## src/rtl/pipe_ctrl_pkg.sv

```systemverilog
// pipe_ctrl_pkg
// Shared constants and encodings for the pipeline sequencer and its redirect
// arbiter: boolean/stall levels, the reset PC, the sequencer FSM states and
// the redirect-kind codes.
package pipe_ctrl_pkg;

  localparam logic        TRUE         = 1'b1;
  localparam logic        STALL        = 1'b1;
  localparam logic [31:0] CPU_RST_ADDR = 32'h0000_0000;

  typedef enum logic [1:0] {
    PC_BOOT = 2'd0,
    PC_RUN  = 2'd1,
    PC_PEND = 2'd2
  } pcState_e;

  typedef enum logic [1:0] {
    REDIR_NONE = 2'd0,
    REDIR_EXC  = 2'd1,
    REDIR_MRET = 2'd2,
    REDIR_BJ   = 2'd3
  } redirKind_e;

  // An exception redirect also flushes MEM and overrides an EX stall.
  function automatic logic isException(input redirKind_e kind);
    return kind == REDIR_EXC;
  endfunction

endpackage

```

## src/rtl/pipe_ctrl_redir_arb.sv

```systemverilog
// redir_arb
// Combinational fixed-priority arbiter for the three PC redirect sources.
// Priority: exception/interrupt (WB) > mret (EX) > branch/jump (EX).
// Ports:
//   exc_req_i/exc_addr_i   : trap request and handler address
//   mret_req_i/mret_addr_i : mret request and mepc
//   bj_req_i/bj_addr_i     : taken branch/jump and its target
//   win_vld_o              : at least one source is requesting
//   win_kind_o             : redirKind_e code of the winner (REDIR_NONE if idle)
//   win_addr_o             : winner's target, zero when idle
module redir_arb
  import pipe_ctrl_pkg::*;
#(
  parameter int XLEN = 32
) (
  input  logic            exc_req_i,
  input  logic [XLEN-1:0] exc_addr_i,
  input  logic            mret_req_i,
  input  logic [XLEN-1:0] mret_addr_i,
  input  logic            bj_req_i,
  input  logic [XLEN-1:0] bj_addr_i,
  output logic            win_vld_o,
  output logic [1:0]      win_kind_o,
  output logic [XLEN-1:0] win_addr_o
);

  always_comb begin
    win_vld_o  = 1'b0;
    win_kind_o = REDIR_NONE;
    win_addr_o = '0;
    if (exc_req_i) begin
      win_vld_o  = 1'b1;
      win_kind_o = REDIR_EXC;
      win_addr_o = exc_addr_i;
    end else if (mret_req_i) begin
      win_vld_o  = 1'b1;
      win_kind_o = REDIR_MRET;
      win_addr_o = mret_addr_i;
    end else if (bj_req_i) begin
      win_vld_o  = 1'b1;
      win_kind_o = REDIR_BJ;
      win_addr_o = bj_addr_i;
    end
  end

endmodule

```

## src/rtl/pipe_ctrl.sv

```systemverilog
// pipe_ctrl
// Central sequencer for the 5-stage core (IF, ID, EX, MEM, WB). Holds fetch
// off for BOOT_WAIT cycles after reset, arbitrates PC redirects, merges hazard
// and busy sources into per-stage stall/flush controls, holds a redirect that
// the instruction RAM has not yet granted, and counts stalls and redirects.
// Ports:
//   clk, rst_n           : clock, synchronous active-low reset
//   iram_gnt_i           : instruction RAM accepts a fetch this cycle
//   exc_req_i/exc_addr_i : WB exception/interrupt and handler address
//   mret_req_i/mret_addr_i, bj_req_i/bj_addr_i : EX redirect sources
//   load_use_i, ex_busy_i, lsu_busy_i : hazard and busy inputs
//   if_valid_o           : fetch enable
//   redirect_vld_o/redirect_addr_o : PC must load redirect_addr_o
//   stall_*_o / flush_*_o : per-stage hold / bubble controls
//   stall_cnt_o          : saturating count of RUN cycles with stall_if_o=1
//   redir_cnt_o          : wrapping count of delivered redirects
module pipe_ctrl
  import pipe_ctrl_pkg::*;
#(
  parameter int XLEN      = 32,
  parameter int BOOT_WAIT = 4
) (
  input  logic            clk,
  input  logic            rst_n,
  input  logic            iram_gnt_i,
  input  logic            exc_req_i,
  input  logic [XLEN-1:0] exc_addr_i,
  input  logic            mret_req_i,
  input  logic [XLEN-1:0] mret_addr_i,
  input  logic            bj_req_i,
  input  logic [XLEN-1:0] bj_addr_i,
  input  logic            load_use_i,
  input  logic            ex_busy_i,
  input  logic            lsu_busy_i,
  output logic            if_valid_o,
  output logic            redirect_vld_o,
  output logic [XLEN-1:0] redirect_addr_o,
  output logic            stall_if_o,
  output logic            stall_id_o,
  output logic            stall_ex_o,
  output logic            flush_id_o,
  output logic            flush_ex_o,
  output logic            flush_mem_o,
  output logic [31:0]     stall_cnt_o,
  output logic [15:0]     redir_cnt_o
);

  localparam int CW = (BOOT_WAIT > 1) ? $clog2(BOOT_WAIT) : 1;

  pcState_e        state_q, state_d;
  logic [CW-1:0]   bootCnt_q, bootCnt_d;
  logic [XLEN-1:0] pendAddr_q, pendAddr_d;
  redirKind_e      pendKind_q, pendKind_d;
  logic [31:0]     stallCnt_q, stallCnt_d;
  logic [15:0]     redirCnt_q, redirCnt_d;

  logic            winVld;
  logic [1:0]      winKindRaw;
  redirKind_e      winKind;
  logic [XLEN-1:0] winAddr;

  logic            stallExRaw;
  logic            stallIdRaw;
  logic            stallIfRaw;
  logic            redirTake;
  logic            redirInc;
  logic            stallTick;

  redir_arb #(
    .XLEN (XLEN)
  ) u_redir_arb (
    .exc_req_i   (exc_req_i),
    .exc_addr_i  (exc_addr_i),
    .mret_req_i  (mret_req_i),
    .mret_addr_i (mret_addr_i),
    .bj_req_i    (bj_req_i),
    .bj_addr_i   (bj_addr_i),
    .win_vld_o   (winVld),
    .win_kind_o  (winKindRaw),
    .win_addr_o  (winAddr)
  );

  assign winKind    = redirKind_e'(winKindRaw);
  assign stallExRaw = ex_busy_i | lsu_busy_i;
  assign stallIdRaw = stallExRaw | load_use_i;
  assign stallIfRaw = stallIdRaw | ~iram_gnt_i;

  always_comb begin
    state_d         = state_q;
    bootCnt_d       = bootCnt_q;
    pendAddr_d      = pendAddr_q;
    pendKind_d      = pendKind_q;
    if_valid_o      = 1'b0;
    redirect_vld_o  = 1'b0;
    redirect_addr_o = pendAddr_q;
    stall_if_o      = STALL;
    stall_id_o      = STALL;
    stall_ex_o      = STALL;
    flush_id_o      = 1'b0;
    flush_ex_o      = 1'b0;
    flush_mem_o     = 1'b0;
    redirTake       = 1'b0;
    redirInc        = 1'b0;
    stallTick       = 1'b0;

    unique case (state_q)
      PC_BOOT: begin
        if (bootCnt_q == '0) begin
          state_d = PC_RUN;
        end else begin
          bootCnt_d = bootCnt_q - CW'(1);
        end
      end

      PC_RUN: begin
        if_valid_o      = TRUE;
        redirect_addr_o = winAddr;
        stall_ex_o      = stallExRaw;
        stall_id_o      = stallIdRaw;
        stall_if_o      = stallIfRaw;
        flush_ex_o      = load_use_i & ~stallExRaw;
        // An mret/bj whose EX instruction is still held waits until EX moves.
        redirTake = winVld & (isException(winKind) | ~stallExRaw);
        if (redirTake) begin
          stall_if_o  = 1'b0;
          stall_id_o  = 1'b0;
          flush_id_o  = 1'b1;
          flush_ex_o  = 1'b1;
          if (isException(winKind)) begin
            stall_ex_o  = 1'b0;
            flush_mem_o = 1'b1;
          end
          if (iram_gnt_i) begin
            redirect_vld_o = 1'b1;
            redirInc       = 1'b1;
          end else begin
            pendAddr_d = winAddr;
            pendKind_d = winKind;
            state_d    = PC_PEND;
          end
        end
        stallTick = stall_if_o;
      end

      PC_PEND: begin
        if_valid_o     = TRUE;
        redirect_vld_o = 1'b1;
        stall_if_o     = 1'b0;
        stall_id_o     = 1'b0;
        flush_id_o     = 1'b1;
        stall_ex_o     = (isException(pendKind_q) | exc_req_i) ? 1'b0 : stallExRaw;
        flush_ex_o     = exc_req_i | (load_use_i & ~stall_ex_o);
        flush_mem_o    = exc_req_i;
        // A late exception supersedes the held target; the superseded target
        // is not counted and the new one waits for its own grant.
        if (exc_req_i) begin
          pendAddr_d = exc_addr_i;
          pendKind_d = REDIR_EXC;
        end else if (iram_gnt_i) begin
          state_d  = PC_RUN;
          redirInc = 1'b1;
        end
      end

      default: begin
        state_d = PC_BOOT;
      end
    endcase
  end

  always_comb begin
    stallCnt_d = stallCnt_q;
    redirCnt_d = redirCnt_q;
    if (stallTick && (stallCnt_q != 32'hFFFF_FFFF)) begin
      stallCnt_d = stallCnt_q + 32'd1;
    end
    if (redirInc) begin
      redirCnt_d = redirCnt_q + 16'd1;
    end
  end

  always_ff @(posedge clk) begin
    if (!rst_n) begin
      state_q    <= PC_BOOT;
      bootCnt_q  <= CW'(BOOT_WAIT - 1);
      pendAddr_q <= XLEN'(CPU_RST_ADDR);
      pendKind_q <= REDIR_NONE;
      stallCnt_q <= '0;
      redirCnt_q <= '0;
    end else begin
      state_q    <= state_d;
      bootCnt_q  <= bootCnt_d;
      pendAddr_q <= pendAddr_d;
      pendKind_q <= pendKind_d;
      stallCnt_q <= stallCnt_d;
      redirCnt_q <= redirCnt_d;
    end
  end

  assign stall_cnt_o = stallCnt_q;
  assign redir_cnt_o = redirCnt_q;

endmodule

```

## config.mk

```make
export PLATFORM = sky130hd
export DESIGN_NAME = pipe_ctrl
export DESIGN_NICKNAME = d
export VERILOG_FILES = /design/src/rtl/pipe_ctrl_pkg.sv /design/src/rtl/pipe_ctrl_redir_arb.sv /design/src/rtl/pipe_ctrl.sv
export SDC_FILE = /design/constraint.sdc
export NUM_CORES = 1
export LEC_CHECK = 0
export CAP_MARGIN = 0
export CORE_MARGIN = 8
export CORE_UTILIZATION = 30
export CTS_BUF_LIST = sky130_fd_sc_hd__clkbuf_4
export CTS_CLUSTER_SIZE = 14
export DETAILED_ROUTE_END_ITERATION = 16
export HOLD_SLACK_MARGIN = 0.12
export MAX_ROUTING_LAYER = met4
export SLEW_MARGIN = 20
export SYNTH_ARGS = -nofsm -noshare
export SYNTH_HDL_FRONTEND = slang
export SYNTH_HIERARCHICAL = 1
export SYNTH_SLANG_ARGS = --single-unit
```

## constraint.sdc

```tcl
create_clock -name clk -period 6.93 [get_ports clk]
set_input_delay 1.7325 -clock clk [delete_from_list [all_inputs] [get_ports clk]]
set_output_delay 1.7325 -clock clk [all_outputs]
set_load 0.01 [all_outputs]
```

# After elaboration in Yosys (flattened, before gate mapping)
# Cells that the tools add are included.
[classes]
n_addsub = 3
n_reduce_logical = 8
bitwise_logic = 13
muxes = 46
eq_ne = 11
[op_table]
columns = ["operator", "count"]
rows = [
  ["$mux W32", 7],
  ["$pmux W32 S2", 1],
  ["$add A32 B1 Y32 const B", 1],
  ["$ne A32 B32 Y1 const B", 1],
  ["$mux W2", 11],
  ["$mux W1", 17],
  ["$add A16 B1 Y16 const B", 1],
  ["$pmux W1 S2", 8],
  ["$ne A2 B2 Y1 const B", 6],
  ["$eq A2 B1 Y1 const B", 3],
  ["$or A1 B1 Y1", 6],
  ["$pmux W2 S3", 1],
  ["$reduce_and A5 Y1", 1],
  ["$logic_not A2 Y1", 2],
  ["$not A1 Y1", 4],
  ["$pmux W2 S2", 1],
  ["$reduce_and A4 Y1", 1],
  ["$and A1 B1 Y1", 3],
  ["$eq A2 B2 Y1 const B", 1],
  ["$reduce_and A2 Y1", 1],
  ["$reduce_bool A2 Y1", 1],
  ["$reduce_or A2 Y1", 1],
  ["$sub A2 B1 Y2 const B", 1],
  ["$logic_and A1 B1 Y1", 1],
]
[word_totals]
input_bits = 105
out_inout_bits = 88
wordCells = 87
regBits = 86

# Depth between registers and ports, before layout
# Gate-level depths: netlist (run 1).
[depth]
depth_word = 9
ltp_mapped = 11
depth_no_buf = 7

# Modules after synthesis
# The synthesis (run 1) kept the hierarchy.
[by_module_without_submodules]
columns = ["module", "cells_per_inst", "area_each_um2", "seq_area_each_um2", "n_inst"]
rows = [
  ["pipe_ctrl", 538, 4698.3, 1721.7, 1],
  ["redir_arb", 151, 1181.1, 0.0, 1],
]

# Worst setup path after synthesis (run 1)
# Ideal clock, no wire load.
[synth_timing]
kind = "input -> output"
from = "input bj_req_i"
to = "output stall_if_o"
slack_ns = 2.099
path_stages = 8
t_required_ns = 5.197
path_buffers = 3
arrival_ns = 3.098
cell_sequence = "buf_4 > buf_2 > a21o_1 > nor2b_1 > o21ai_1 > nand2_1 > buf_2 > nand2_1"
[synth_via]
elab_chain_len = 8
elab_cells_between_ends = 11
cone_classes = "1 x eq/ne; 8 x mux; 2 x bitwise"
[synth_rtl]
columns = ["element", "line_no", "rtl"]
rows = [
  ["start: declaration", "pipe_ctrl.sv:30", "input logic bj_req_i,"],
  ["$mux W2", "pipe_ctrl_redir_arb.sv:39", "end else if (bj_req_i) begin"],
  ["$mux W2", "pipe_ctrl_redir_arb.sv:35", "end else if (mret_req_i) begin"],
  ["$mux W2", "pipe_ctrl_redir_arb.sv:31", "if (exc_req_i) begin"],
  ["net winKind[0]", "pipe_ctrl.sv:59", "redirKind_e winKind;"],
  ["$eq A2 B1 Y1", "pipe_ctrl_pkg.sv:26", "return kind == REDIR_EXC;"],
  ["$or A1 B1 Y1", "pipe_ctrl.sv:123", "redirTake = winVld & (isException(winKind) | ~stallExRaw);"],
  ["$and A1 B1 Y1", "pipe_ctrl.sv:123", ""],
  ["$mux W1", "pipe_ctrl.sv:124", "if (redirTake) begin"],
  ["$pmux W1 S2", "pipe_ctrl.sv:106", "unique case (state_q)"],
  ["end: declaration", "pipe_ctrl.sv:38", "output logic stall_if_o,"],
]
# The timed path passes the listed nets, and every way through them passes these cells.

# Worst setup path after layout (run 1)
# Ends and elaborated chain as after synthesis.

==> results of run 1 <==
==> worst max-delay path: cells and delay by family <==
| kind | cells | cell delay, ns |
|---|---|---|
| AO/OA/AOI/OAI | 2 | 0.66 |
| buffers and inverters | 2 | 1.07 |
| AND/OR/NAND/NOR | 3 | 0.73 |
==> cell type report <==
class	count	share of cell area
Antenna cell	2	0.000625
Clock buffer	11	0.0103
Clock inverter	5	0.00328
Sequential cell	86	0.215
Tap cell	265	0.0414
Multi-Input combinational cell	538	0.475
Inverter	14	0.00656
Timing Repair Buffer	202	0.248
==> kinds of logic after synthesis <==
logic type | share of synthesized area
buf+inv | 0.0619
fa+ha+maj | 0.0128
compound gates | 0.227
mux | 0.138
xor+xnor | 0.0119
simple gates | 0.255
flops | 0.293
==> stage by stage <==
step	hold slack, ns	instances
detailed placement	0.470	1105
finish	0.491	1123
global placement	0.456	1105
CTS	0.488	1121
floorplan	0.440	689
global route	0.509	1123
==> routing by layer <==
metal | global-route usage | up-vias | routed length [µm]
met2 | 0.241 | 193 | 8130
met5 | - | - | 0
met4 | 0.0471 | 0 | 231
met1 | 0.192 | 2575 | 8590
met3 | 0.0609 | 16 | 1840
li1 | - | 2860 | -
==> synthesized netlist by cell type, types with 2 or more instances <==
cell	count	area, µm²
buf_6	2	22.5
and2_1	4	25.0
nand4_1	6	37.5
xnor2_1	7	61.3
o21a_1	2	15.0
nand3b_1	32	240
nor2b_1	36	225
or4_1	16	120
o211ai_1	3	22.5
a211oi_1	38	285
a2111oi_0	2	17.5
nand2b_1	16	100
nand2_1	38	143
buf_12	3	60.1
dfxtp_1	86	1720
buf_8	3	45.0
and4_1	6	52.6
nand4_2	2	25.0
buf_1	10	37.5
clkbuf_1	17	63.8
inv_1	12	45.0
ha_1	6	75.1
a21oi_2	58	508
nor4_1	12	75.1
nor4b_1	2	17.5
buf_2	15	75.1
mux2i_1	45	450
a21o_1	2	15.0
nand3_1	20	100
o31ai_1	15	113
o21ai_0	14	70.1
a2111o_1	2	22.5
nor2_1	53	199
a21oi_1	39	195
mux2_2	32	360
a21boi_0	3	22.5
or3_1	11	68.8
==> worst paths after layout <==
| check | cells after the start | endpoint | start |
|---|---|---|---|
| setup / recovery | 7 | stall_if_o | bj_req_i |
| setup reg to reg | 8 | stall_cnt_o[25] | state_q[1] |
| hold / removal | 2 | pendKind_q[1] | pendKind_q[1] |
| hold reg to reg | 2 | pendKind_q[1] | pendKind_q[1] |
==> registers in the layout, summed over array words and instances, names as in the netlist <==
signal and cells:
stall_cnt_o 32, bootCnt_q 2, pendKind_q 2, redir_cnt_o 16, state_q 2, pendAddr_q 32
==> power by group <==
part	internal, W	switching, W
clock network	0.0000792	0.000184
logic	0.000516	0.000487
registers	0.000570	0.0000401
==> metrics.txt, run 1 <==
Leak=2.47 nW; io pins=about 190; first-pass GRT wire length=29.9 mm; Max Cap Viol=0; Die ar.=0.0243 mm²; standard-cell rows=51; Core ar.=roughly 0.019 mm²; part of the cycle the worst path needs=0.857; Post-DP Area=0.00790 mm²; arrival time worst endpoint=between 4 and 5 ns; Setup Buffers After CTS=0; routed vias=around 5.6k; slew margin rel.=0.377; drt drc=0; EDFF count, synth=0; area of the multi-input gates=approximately 0.0038 mm²; CTS Buf Count=9; Synth cell types=56; Initial Util=0.304; maximum vdd drop=0.110 mV; Cells after Synth=approximately 700; Post-Place Setup Slack=1.05 ns; Yosys reg bits=86; initial antenna violation count=2; most used flip-flop cell after synthesis=dfxtp_1; fin util=0.414; sequential cell area=roughly 0.0017 mm²; slowest stage delay, CP=between 0.5 and 0.6 ns; Clock transition at path regs=around 0.13 ns; pwr/cell area=between 200 and 250 mW/mm²; Synth Warn #=6; CP startpoint kind=primary input; Final WS setup=about 0.99 ns; commonest non-fill, non-tap cell in the layout=clkdlybuf4s50_1; H-tree depth=3; # setup viols final=0; proportion of layout cells with a drive suffix above 1=0.153; Die X=~160 µm; Critical Path, Cell by Cell=clkdlybuf4s50_1 > a21o_1 > nor2b_1 > o21ai_1 > nand2_1 > nand2_1 > clkdlybuf4s50_1; worst hold path class=reg -> reg; FFs w/ async S/R, synth=0; DR pass1 iterations=4; Syn Nets=800; antenna viol nets, final=0; unrepaired setup endpoints after global routing=false; vias per cell=5.03; # fillers=1,971; root buf cell=clkbuf_4; Max Fclk=0.168 GHz; R2R setup slack=about 4.0 ns; slowest stage cell, crit path=clkdlybuf4s50_1; I/O Buffers=~190; Iter 0 DRT Violations=189; Crit Path Category=in -> out; CP max FO=15; Mapped Area=approximately 0.0059 mm²; register area share after synthesis=0.293; clk sinks=86; syn_area_per_cell=between 8 and 9 µm²; Critical Path RT=5.20 ns; fin crit period=roughly 5.9 ns; Clock Skews=approximately 0.018 ns; Hold Buf Count CTS=0; TritonCTS clock tree=yes; vias in the first global route=~5.6k; RD Place Congestion=0.770; status=finished clean; area grow syn2layout=36.3%; worst slew pin tran=0.930 ns; pin count of the biggest net entering global routing=65; Total Routed Length=roughly 19 mm; Clock Path Buffers=2; fin area=roughly 0.008 mm²; worst skew pair latency=between 0.4 and 0.5 ns; commonest non-fill, non-tap cells in the layout=clkdlybuf4s50_1 (190), dfxtp_1 (86), a21oi_2 (58); WL/cell=between 15 and 20 µm; DPL Wire Length=between 10 and 15 mm; Total GRT Usage=0.159; # resized after CTS=0; NumNets Final=962; gr ovfl total=0; setup_tns=0 ns; Slew Limit Fails=0; Hold Fails Final Rpt=0; Die Y=~160 µm; Crit. End Element=primary output; Pwr Total=0.00188 W
Note: power is estimated with default switching activity, not from simulation.
==> inputs of run 2 (changes only) <==
- ABC_CLOCK_PERIOD_IN_PS: default -> 6930
- PLACE_DENSITY: default -> 0.61
==> run 2 against run 1 <==
Net effect:
- register-to-register slack worse by 0.07 ns
- worst hold slack worse by 0.0046 ns
- global-route usage hardly changed
- first-iteration DRC count rose by 13%
- final cell count increased by 0.27%
- via count is 0.39% lower
- non-clock buffer count up 3
- clock skew down 0.0033 ns
- routed wire length rose by 0.64%
- die area stayed put
- clock power up 2%
==> metrics.txt, run 2 (synthesized netlist as in run 1, its figures left out) <==
reg2reg path depth=7 (was 8); Max Fclk=0.169 GHz (was 0.168 GHz); vias per cell=4.99 (was 5.03); standard-cell rows=51 (unchanged); Post-Place Setup Slack=1.06 ns (was 1.05 ns); first-pass GRT wire length=29.9 mm (unchanged); worst skew pair latency=0.45 ns (was 0.46 ns); reg2reg start=state_q[0] (was state_q[1]); commonest non-fill, non-tap cells in the layout=clkdlybuf4s50_1 (190), dfxtp_1 (86), a21oi_2 (58) (unchanged); RD Place Congestion=0.767 (was 0.770); commonest non-fill, non-tap cell in the layout=clkdlybuf4s50_1 (unchanged); arrival time worst endpoint=4.19 ns (was 4.20 ns); met3 global-route usage=0.0643 (was 0.0609); antenna viol nets, final=0 (unchanged); Hold Buf Count CTS=0 (unchanged); Iter 0 DRT Violations=213 (was 189); part of the cycle the worst path needs=0.855 (was 0.857); status=finished clean (unchanged); Hold Startpoint=pendKind_q[1] (unchanged); Slew Limit Fails=0 (unchanged); DR pass1 iterations=4 (unchanged); Critical Path End=stall_if_o (unchanged); dpl cells=1,108 (was 1,105); drt drc=0 (unchanged); Crit Path Category=in -> out (unchanged); initial antenna violation count=2 (unchanged); reg2reg end=redir_cnt_o[15] (was stall_cnt_o[25]); Max Cap Viol=0 (unchanged); Total Routed Length=18.9 mm (was 18.8 mm); # setup viols final=0 (unchanged); vias in the first global route=5,592 (was 5,577); worst hold path class=reg -> reg (unchanged); NumNets Final=965 (was 962); Critical Path RT=5.20 ns (about the same); area grow syn2layout=36.6% (was 36.3%); CP startpoint kind=primary input (unchanged); clk sinks=86 (unchanged); Crit. Startpoint=iram_gnt_i (was bj_req_i); TritonCTS clock tree=yes (unchanged); fin crit period=5.92 ns (was 5.94 ns); Crit. End Element=primary output (unchanged); Leak=2.48 nW (was 2.47 nW); pin count of the biggest net entering global routing=65 (unchanged); io pins=193 (unchanged); routing usage on met1=0.194 (was 0.192); Setup Buffers After CTS=0 (unchanged); GR met2 Demand/Resource=0.235 (was 0.241); pwr/cell area=235 mW/mm² (was 234 mW/mm²); Clock Path Buffers=2 (unchanged); unrepaired setup endpoints after global routing=false (unchanged); Total GRT Usage=0.159 (about the same); setup_tns=0 ns (unchanged); maximum vdd drop=0.122 mV (was 0.110 mV); proportion of layout cells with a drive suffix above 1=0.155 (was 0.153); Initial Util=0.304 (unchanged); Die Y=156 µm (unchanged); worst slew pin tran=0.914 ns (was 0.930 ns); non-filler instance count after layout=1,126 (was 1,123); Clock Skews=0.0149 ns (was 0.0182 ns); Die ar.=0.0243 mm² (unchanged); slew margin rel.=0.391 (was 0.377); Core ar.=0.0193 mm² (unchanged); Clock transition at path regs=0.13 ns (about the same); root buf cell=clkbuf_4 (unchanged); gr ovfl total=0 (unchanged); Die X=156 µm (unchanged); Final WS setup=1.01 ns (was 0.994 ns); R2R setup slack=3.93 ns (was 4.00 ns); WL/cell=16.8 µm (was 16.7 µm); I/O Buffers=192 (unchanged); gr busiest metal=met2 (unchanged); Hold Fails Final Rpt=0 (unchanged); routed vias=5,622 (was 5,644); CTS Buf Count=9 (unchanged); CP max FO=15 (unchanged); Pwr Total=0.00189 W (was 0.00188 W); # resized after CTS=0 (unchanged); WHS=0.486 ns (was 0.491 ns); DPL Wire Length=13.8 mm (about the same); # fillers=1,968 (was 1,971); H-tree depth=3 (unchanged)
run 2: per-layer routing:
metal  vias to the layer above  wire length (µm)  part of all wire
li1                       2872                 -                 -
met1                      2555              8820              0.47
met2                       180              8040              0.43
met3                        15              1830             0.097
met4                         0               226             0.012
met5                         -                 0                 0
run 2: area by class of cell:
| type | instances | area, µm² | share of cell area |
|---|---|---|---|
| antenna | 2 | 5.00 | 0.000623 |
| clock buffer | 10 | 75.1 | 0.00935 |
| clock inverter | 6 | 37.5 | 0.00467 |
| inverter | 14 | 52.6 | 0.00654 |
| multi-input combinational | 538 | 3800 | 0.473 |
| sequential | 86 | 1720 | 0.214 |
| tap | 265 | 332 | 0.0413 |
| timing repair buffer | 205 | 2010 | 0.250 |
run 2: worst min path at each step:
stage,to,cells past startpoint
floorplan,pendKind_q[1],2
global placement,pendKind_q[1],2
detailed placement,pendKind_q[1],2
CTS,stall_cnt_o[20],2
global route,stall_cnt_o[23],2
finish,pendKind_q[1],2
run 2: stage by stage:
stage / util / area [µm²]
after global routing: 0.415 / 8030
after global placement: 0.409 / 7920
after CTS: 0.415 / 8030
final: 0.415 / 8030
after detailed placement: 0.409 / 7920
after floorplan: - / 5880
run 2: report_power, final:
group          internal (W)  leakage [nW]  switching [W]
clock             0.0000768        0.0602       0.000190
sequential         0.000570         0.698      0.0000414
combinational      0.000517          1.72       0.000490
total               0.00116          2.48       0.000722
run 2: worst max-delay path: stages:
cell	delay (ns)
clkdlybuf4s50_1	0.64
or4b_2	0.64
and2_1	0.21
nand2_1	0.37
nand2_1	0.09
clkdlybuf4s50_1	0.50
==> inputs of run 3 (changes only) <==
- CORE_ASPECT_RATIO: default -> 0.7
- CORE_UTILIZATION: 30 -> 45
- CTS_CLUSTER_DIAMETER: default -> 200
- PLACE_DENSITY: 0.61 -> 0.84
==> run 3 against run 2 <==
Net effect:
- cell area down 0.56%
- critical path depth is 1 higher
- die area fell by 30%
- clock skew is 0.0016 ns lower
- global-route usage up 4.9 points
- critical path type unchanged
- fmax decreased by 0.16%
- critical endpoint unchanged
- flip-flop and latch count is the same
- first-iteration DRC count increased by 69%
==> metrics.txt, run 3 (synthesized netlist as in run 1, its figures left out) <==
status=finished clean (unchanged); part of the cycle the worst path needs=0.856 (was 0.855); Worst Hold Path Cells=2 (unchanged); drt drc=0 (unchanged); Crit. Startpoint=bj_req_i (was iram_gnt_i); Final WS setup=0.998 ns (was 1.01 ns); pwr/cell area=253 mW/mm² (was 235 mW/mm²); met3 global-route usage=0.0414 (was 0.0643); # setup viols final=0 (unchanged); proportion of layout cells with a drive suffix above 1=0.153 (was 0.155); CP startpoint kind=primary input (unchanged); Pwr Total=0.00202 W (was 0.00189 W); Core ar.=0.0130 mm² (was 0.0193 mm²); area of the multi-input gates=0.00381 mm² (was 0.00380 mm²); Clock transition at path regs=0.13 ns (about the same); routing usage on met1=0.262 (was 0.194); fin crit period=5.93 ns (was 5.92 ns); commonest non-fill, non-tap cell in the layout=clkdlybuf4s50_1 (unchanged); gr busiest metal=met2 (unchanged); initial antenna violation count=0 (was 2); CTS Buf Count=9 (unchanged); Critical Path, Cell by Cell=clkdlybuf4s50_1 > a21o_1 > nor2b_1 > o21ai_1 > nand2_1 > nand2_1 > clkdlybuf4s50_1 (was clkdlybuf4s50_1 > or4b_2 > and2_1 > nand2_1 > nand2_1 > clkdlybuf4s50_1); Die X=153 µm (was 156 µm); first-pass GRT wire length=28.6 mm (was 29.9 mm); maximum vdd drop=0.140 mV (was 0.122 mV); DR pass1 iterations=4 (unchanged); worst hold path class=reg -> reg (unchanged); R2R setup slack=4.06 ns (was 3.93 ns); I/O Buffers=192 (unchanged); Post-Place Setup Slack=0.995 ns (was 1.06 ns); slowest stage delay, CP=0.55 ns (was 0.64 ns); diode count=0 (was 2); Iter 0 DRT Violations=359 (was 213); Hold Fails Final Rpt=0 (unchanged); antenna viol nets, final=0 (unchanged); commonest non-fill, non-tap cells in the layout=clkdlybuf4s50_1 (190), dfxtp_1 (86), a21oi_2 (58) (unchanged); gr ovfl total=0 (unchanged); Crit Path Category=in -> out (unchanged); sequential cell area=0.00172 mm² (unchanged); worst slew pin tran=0.741 ns (was 0.914 ns); Leak=2.52 nW (was 2.48 nW); Total GRT Usage=0.208 (was 0.159); Slew Limit Fails=0 (unchanged); clk sinks=86 (unchanged); setup_tns=0 ns (unchanged); Clock Skews=0.0132 ns (was 0.0149 ns); GR met2 Demand/Resource=0.320 (was 0.235); WL/cell=17.5 µm (was 16.8 µm); RD Place Congestion=0.912 (was 0.767); area grow syn2layout=35.9% (was 36.6%); vias per cell=5.58 (was 4.99); Critical Path RT=5.20 ns (about the same); Total Routed Length=17.9 mm (was 18.9 mm); pin count of the biggest net entering global routing=67 (was 65); Max Fclk=0.169 GHz (about the same); vias in the first global route=5,429 (was 5,592); WHS=0.477 ns (was 0.486 ns); slowest stage cell, crit path=clkdlybuf4s50_1 (unchanged); CP max FO=15 (unchanged); unrepaired setup endpoints after global routing=false (unchanged); Hold Path End=pendKind_q[1] (unchanged); routed vias=5,698 (was 5,622); Max Cap Viol=0 (unchanged); reg2reg path depth=8 (was 7); Die ar.=0.0170 mm² (was 0.0243 mm²); standard-cell rows=35 (was 51); # fillers=1,151 (was 1,968); TritonCTS clock tree=yes (unchanged); Clock Path Buffers=2 (unchanged); Setup Buffers After CTS=0 (unchanged); slew margin rel.=0.505 (was 0.391); reg2reg end=pendAddr_q[0] (was redir_cnt_o[15]); DPL Wire Length=13.1 mm (was 13.8 mm); io pins=193 (unchanged); Initial Util=0.454 (was 0.304); # resized after CTS=0 (unchanged); reg2reg start=state_q[1] (was state_q[0]); Hold Buf Count CTS=0 (unchanged); worst skew pair latency=0.44 ns (was 0.45 ns); H-tree depth=3 (unchanged); NumNets Final=962 (was 965); arrival time worst endpoint=4.20 ns (was 4.19 ns); Crit. End Element=primary output (unchanged); Hold Startpoint=pendKind_q[1] (unchanged); root buf cell=clkbuf_4 (unchanged); Die Y=112 µm (was 156 µm)
-- run 3: changes by cell type in the layout (fill, tap and decap cells not counted), sizes merged --
cell      change
diode         -2
bufinv        +4
clkinv        -1
inv           -1
buf           -3
clkinvlp      -2
-- run 3: worst max-delay path by stage --
stage                      end  slack, ns
finish              stall_if_o        1.0
detailed placement  stall_if_o        1.0
global route        stall_if_o       0.82
floorplan           stall_if_o       2.10
global placement    stall_if_o       1.06
CTS                 stall_if_o       0.98
-- run 3: routing by layer --
metal | share of wire | up-vias
met4 | 0.035 | 0
met1 | 0.46 | 2644
li1 | - | 2866
met2 | 0.46 | 145
met5 | 0 | -
met3 | 0.038 | 43
-- run 3: stage by stage --
| stage | utilization | area (µm²) | cells |
|---|---|---|---|
| 6_report | 0.616 | 7990 | 1022 |
| 5_1_grt | 0.616 | 7990 | 1022 |
| 4_1_cts | 0.615 | 7980 | 1022 |
| 3_5_place_dp | 0.599 | 7770 | 1006 |
| 3_3_place_gp | 0.599 | 7770 | 1006 |
| 2_1_floorplan | - | 5880 | 689 |
-- run 3: power by group --
group	internal [W]	switching (W)	total, W
clock	0.000223	0.000183	0.000407
sequential	0.000570	0.0000424	0.000612
combinational	0.000518	0.000485	0.00100
-- run 3: area by class of cell --
type                       count  share of cell area
inverter                      14             0.00658
sequential                    86               0.216
tap                          166              0.0260
timing repair buffer         202               0.249
multi-input combinational    538               0.477
clock inverter                 6              0.0168
clock buffer                  10             0.00940
-- run 3: critical path: cells and delay by family --
kind | cells | cell delay [ns]
buf+inv | 2 | 1.09
simple gates | 3 | 0.74
compound gates | 2 | 0.65
==> patch 1: new RTL, flow settings as in run 2 <==
Encoding of `pcState_e`: now one-hot (3 bits for 3 states).
--- a/src/rtl/pipe_ctrl_pkg.sv
+++ b/src/rtl/pipe_ctrl_pkg.sv
@@ -8,10 +8,10 @@
   localparam logic        STALL        = 1'b1;
   localparam logic [31:0] CPU_RST_ADDR = 32'h0000_0000;
 
-  typedef enum logic [1:0] {
-    PC_BOOT = 2'd0,
-    PC_RUN  = 2'd1,
-    PC_PEND = 2'd2
+  typedef enum logic [2:0] {
+    PC_BOOT = 3'b001,
+    PC_RUN  = 3'b010,
+    PC_PEND = 3'b100
   } pcState_e;
 
   typedef enum logic [1:0] {
Formal check against the unedited RTL: same outputs for any inputs over 10 cycles, from zero or initial values and one cycle with rst_n low; not proved beyond that.
==> patch 1 against run 2 <==
Routed wire length increased by 4.0%. Synthesized cell count increased by 16%. Largest cell class unchanged. Sequential cell count increased by 1. Setup slack improved by 0.091 ns. Critical endpoint unchanged. Clock skew increased by 0.018 ns. Synthesized area increased by 0.83%. Design area about the same.
Power is not compared: it rests on default switching activity, and its combinational part moved more than twofold at a synthesized area within 25%.
==> patch 1: results (changes against run 2) <==
| Metric | Value |
|---|---|
| Met2 wire len | `8650 microns (+7.6%)` |
| Cells on worst reg2reg path | `5 (-2)` |
| Worst setup startpoint | `bj_req_i` |
| # diodes | `4 (+2)` |
| GRT Util Overall | `16.4% (+0.52 points)` |
| Drt first pass iters | `6 (+2)` |
| Seq area share | `21.7% (+0.25 points)` |
| Vias | `6164 (+9.6%)` |
| Yosys reg bits | `87 (+1.2%)` |
| Count leader, synth | `nand2_1` |
| Cell Area, Placed | `7890 sq um (-0.38%)` |
| Initial antenna violation count | `4 (+2)` |
| Status | `finished clean` |
| Launching point of the worst reg2reg path | `state_q[2]$_SDFFE_PN0P_` |
| Fraction of area in multi-input gates | `47.1% (-0.24 points)` |
| M2 GR Usage | `25.2% (+1.7 points)` |
| Vias in the first global route | `5970 (+6.8%)` |
| Hold path start | `bootCnt_q[1]$_SDFFE_PN1P_` |
| WHS | `0.496 ns (+0.00951 ns)` |
| Multi-input logic area | `3780 sq um (-0.53%)` |
| Worst skew pair latency | `0.48 ns (+0.03 ns)` |
| Final clock skew | `0.0326 ns (+0.0177 ns)` |
| M3 GR Usage | `6.07% (-0.36 points)` |
| Crit path DAT | `4.10 ns (-0.09 ns)` |
| Post-DP HPWL | `13800 microns (+0.46%)` |
| Worst Hold Path EP | `bootCnt_q[1]$_SDFFE_PN1P_` |
| DR WL met3 | `1860 microns (+1.4%)` |
| Buffering overhead | `24.6% (-0.37 points)` |
| First-pass GRT wire length | `31400 microns (+5.1%)` |
| Average wire per standard cell | `16.1 microns (-4.1%)` |
| Share of cells above drive strength 1 | `11.0% (-4.5 points)` |
| Syn_area_per_cell | `7.45 sq um (-13%)` |
| Crit-path max cell delay | `0.56 ns (-0.08 ns)` |
| Cell variety after synth | `59 (+5.4%)` |
| Sequential-to-total area share from yosys stat | `29.4% (+0.097 points)` |
| Pin count of the biggest net entering global routing | `69 (+6.2%)` |
| Reg2reg end | `redir_cnt_o[11]$_SDFFE_PN0P_` |
| Filler Cell Count | `2077 (+5.5%)` |
| Clock-cell share | `1.70% (+0.30 points)` |
| Clock slew at reported path FFs | `0.16 ns (+0.03 ns)` |
| Multi-In Gates | `634 (+18%)` |
| Delay-heaviest family, CP | `buffers and inverters` |
| Setup WS pre-CTS | `1.08 ns (+0.0280 ns)` |
| Gpl congestion | `0.783 (+2.2%)` |
| Synthesized net count | `904 (+13%)` |
| CLK BUF | `9 (-1)` |
| WL met1 | `8940 microns (+1.3%)` |
| Post-synth top cells | `nand2_1 (196), dfxtp_1 (87), nor2_1 (59)` |
| Max FO, Critical Path | `11 (-4)` |
| Die ar. | `24500 sq um (+0.75%)` |
| WL final | `19700 microns (+4.0%)` |
## patch 1: changes by cell type after synthesis, sizes merged, moves of 6 or more
cell	change
nand2	+158
a211oi	-36
mux2i	-35
a311oi	+32
mux2	-32
clkbuf	+12
nor2	+7
o21ai	+7
xor2	+6
## patch 1: power by group through the flow
stage               Sequential [uW]  Combinational, uW  Clock [uW]
floorplan                       523                120           0
global placement                527                204           0
detailed placement              527                204           0
CTS                             516                205         320
global route                    518                224         344
finish                          516                203         303
## patch 1: cells by family (layout without fill, tap and decap cells)
group	after synthesis	after routing	synth area share [%]
buf+inv	75	231	7.28
simple gates	422	422	35.3
other cells	0	4	0
flops	87	87	29.4
compound gates	189	189	24.3
fa+ha+maj	3	3	0.633
xor+xnor	10	10	1.48
mux	10	10	1.69
## patch 1: tightest hold or removal path, stage by stage, from the launching register on
cell and delay, ns:
dfxtp_1 0.34, nand2_1 0.05, o211ai_1 0.07
==> patch 2: new RTL, flow settings as in run 2 <==
Without the edit above. The parameter `BOOT_WAIT` goes from 4 to 8.
--- a/src/rtl/pipe_ctrl.sv
+++ b/src/rtl/pipe_ctrl.sv
@@ -18,7 +18,7 @@
   import pipe_ctrl_pkg::*;
 #(
   parameter int XLEN      = 32,
-  parameter int BOOT_WAIT = 4
+  parameter int BOOT_WAIT = 8
 ) (
   input  logic            clk,
   input  logic            rst_n,
Function: changed (a bounded check fails within 10 cycles, from zero or initial values and one cycle with rst_n low).
==> patch 2 against run 2 <==
Synthesized area increased by 1.2%. Non-clock buffer count decreased by 4. Cell count up 0.71%. Die area increased by 1.1%. Power rose by 4.3%. Design area increased by 1.1%. Setup slack improved by 0.25 ns. Sequential cell count up 1. Routed wire length is 2.0% lower. Count of clock-buffer cells in the layout increased by 1. Critical endpoint is now flush_id_o. Largest power group unchanged.
==> patch 2: results (changes against run 2) <==
| Metric | Value |
|---|---|
| WL final | `18500 microns (-2.0%)` |
| Routed vias/inst | `5.03 (+0.71%)` |
| Final clock skew | `0.0102 ns (-0.00464 ns)` |
| Pin count of the biggest net entering global routing | `67 (+3.1%)` |
| Initial antenna violation count | `5 (+3)` |
| Met1 usage | `17.8% (-1.7 points)` |
| Launching point of the worst reg2reg path | `state_q[1]$_SDFFE_PN0P_` |
| Synthesized net count | `812 (+1.5%)` |
| M3 GR Usage | `6.70% (+0.28 points)` |
| DR iter-0 viols | `218 (+2.3%)` |
| First-pass GRT wire length | `29600 microns (-0.99%)` |
| Largest cells by area after synthesis | `dfxtp_1 (29%), a21oi_2 (8.5%), mux2i_1 (7.2%)` |
| Status | `finished clean` |
| Cell variety after synth | `54 (-3.6%)` |
| Share of cells above drive strength 1 | `14.9% (-0.55 points)` |
| Delay-heaviest family, CP | `buffers and inverters` |
| GRT Util Overall | `15.5% (-0.40 points)` |
| Gpl congestion | `0.771 (+0.52%)` |
| Crit path DAT | `3.94 ns (-0.25 ns)` |
| Filler Cell Count | `2013 (+2.3%)` |
| R2r setup slk | `4.17 ns (+0.24 ns)` |
| Switching Fraction | `36.9% (-1.4 points)` |
| Hold path start | `stall_cnt_o[23]$_SDFFE_PN0P_` |
| Crit-path max cell delay | `0.60 ns (-0.04 ns)` |
| M2 GR Usage | `24.2% (+0.70 points)` |
patch 2: cell type report:
cell class	count	share of cell area, %
timing repair buffer	201	24.4
sequential	87	21.4
clock buffer	11	1.02
tap	265	4.08
inverter	16	0.739
multi-input combinational	545	47.3
antenna	5	0.154
clock inverter	4	0.878
patch 2: kinds of logic after synthesis:
| kind of cell | share of synthesized area, % |
|---|---|
| adder cells (fa/ha/maj) | 1.47 |
| XOR/XNOR | 0.589 |
| multiplexers | 13.3 |
| buffers and inverters | 6.35 |
| AND/OR/NAND/NOR | 25.4 |
| AO/OA/AOI/OAI | 23.6 |
| flip-flops | 29.3 |
patch 2: worst max path at each step:
stage,start,to,depth (start not counted)
floorplan,bj_req_i,stall_ex_o,8
global placement,bj_req_i,redirect_vld_o,7
detailed placement,bj_req_i,flush_id_o,6
CTS,bj_req_i,flush_id_o,6
global route,bj_req_i,flush_id_o,6
finish,bj_req_i,flush_id_o,6
patch 2: through the flow:
| stage | std cells | power, uW | setup WS [ns] | instance area [sq um] |
|---|---|---|---|---|
| after global routing | 1134 | 2110 | 1.01 | 8120 |
| after CTS | 1129 | 2010 | 1.17 | 8110 |
| after detailed placement | 1114 | 1660 | 1.19 | 7960 |
| final | 1134 | 1970 | 1.26 | 8120 |
| after global placement | 1114 | 1650 | 1.28 | 7960 |
| after floorplan | 700 | 1240 | 2.02 | 5950 |
patch 2: power by group through the flow:
| stage | Sequential (uW) | Clock, uW | Combinational (uW) |
|---|---|---|---|
| after global placement | 634 | 0 | 1020 |
| after global routing | 635 | 371 | 1110 |
| after floorplan | 624 | 0 | 615 |
| after detailed placement | 634 | 0 | 1020 |
| after CTS | 624 | 353 | 1030 |
| final | 624 | 335 | 1010 |
patch 2: layer usage:
layer | vias up | part of all wire, %
li1 | 2900 | -
met1 | 2619 | 45
met2 | 171 | 44
met3 | 12 | 10
met4 | 0 | 1.2
met5 | - | 0
patch 2: worst reg2reg max path, cell delays in order (launching register included):
cell and delay [ns]:
dfxtp_1 0.35, inv_1 0.08, ha_2 0.17, buf_4 0.49, o211ai_1 0.45, a21o_1 0.44
or4_1 0.56, a21oi_1 0.15
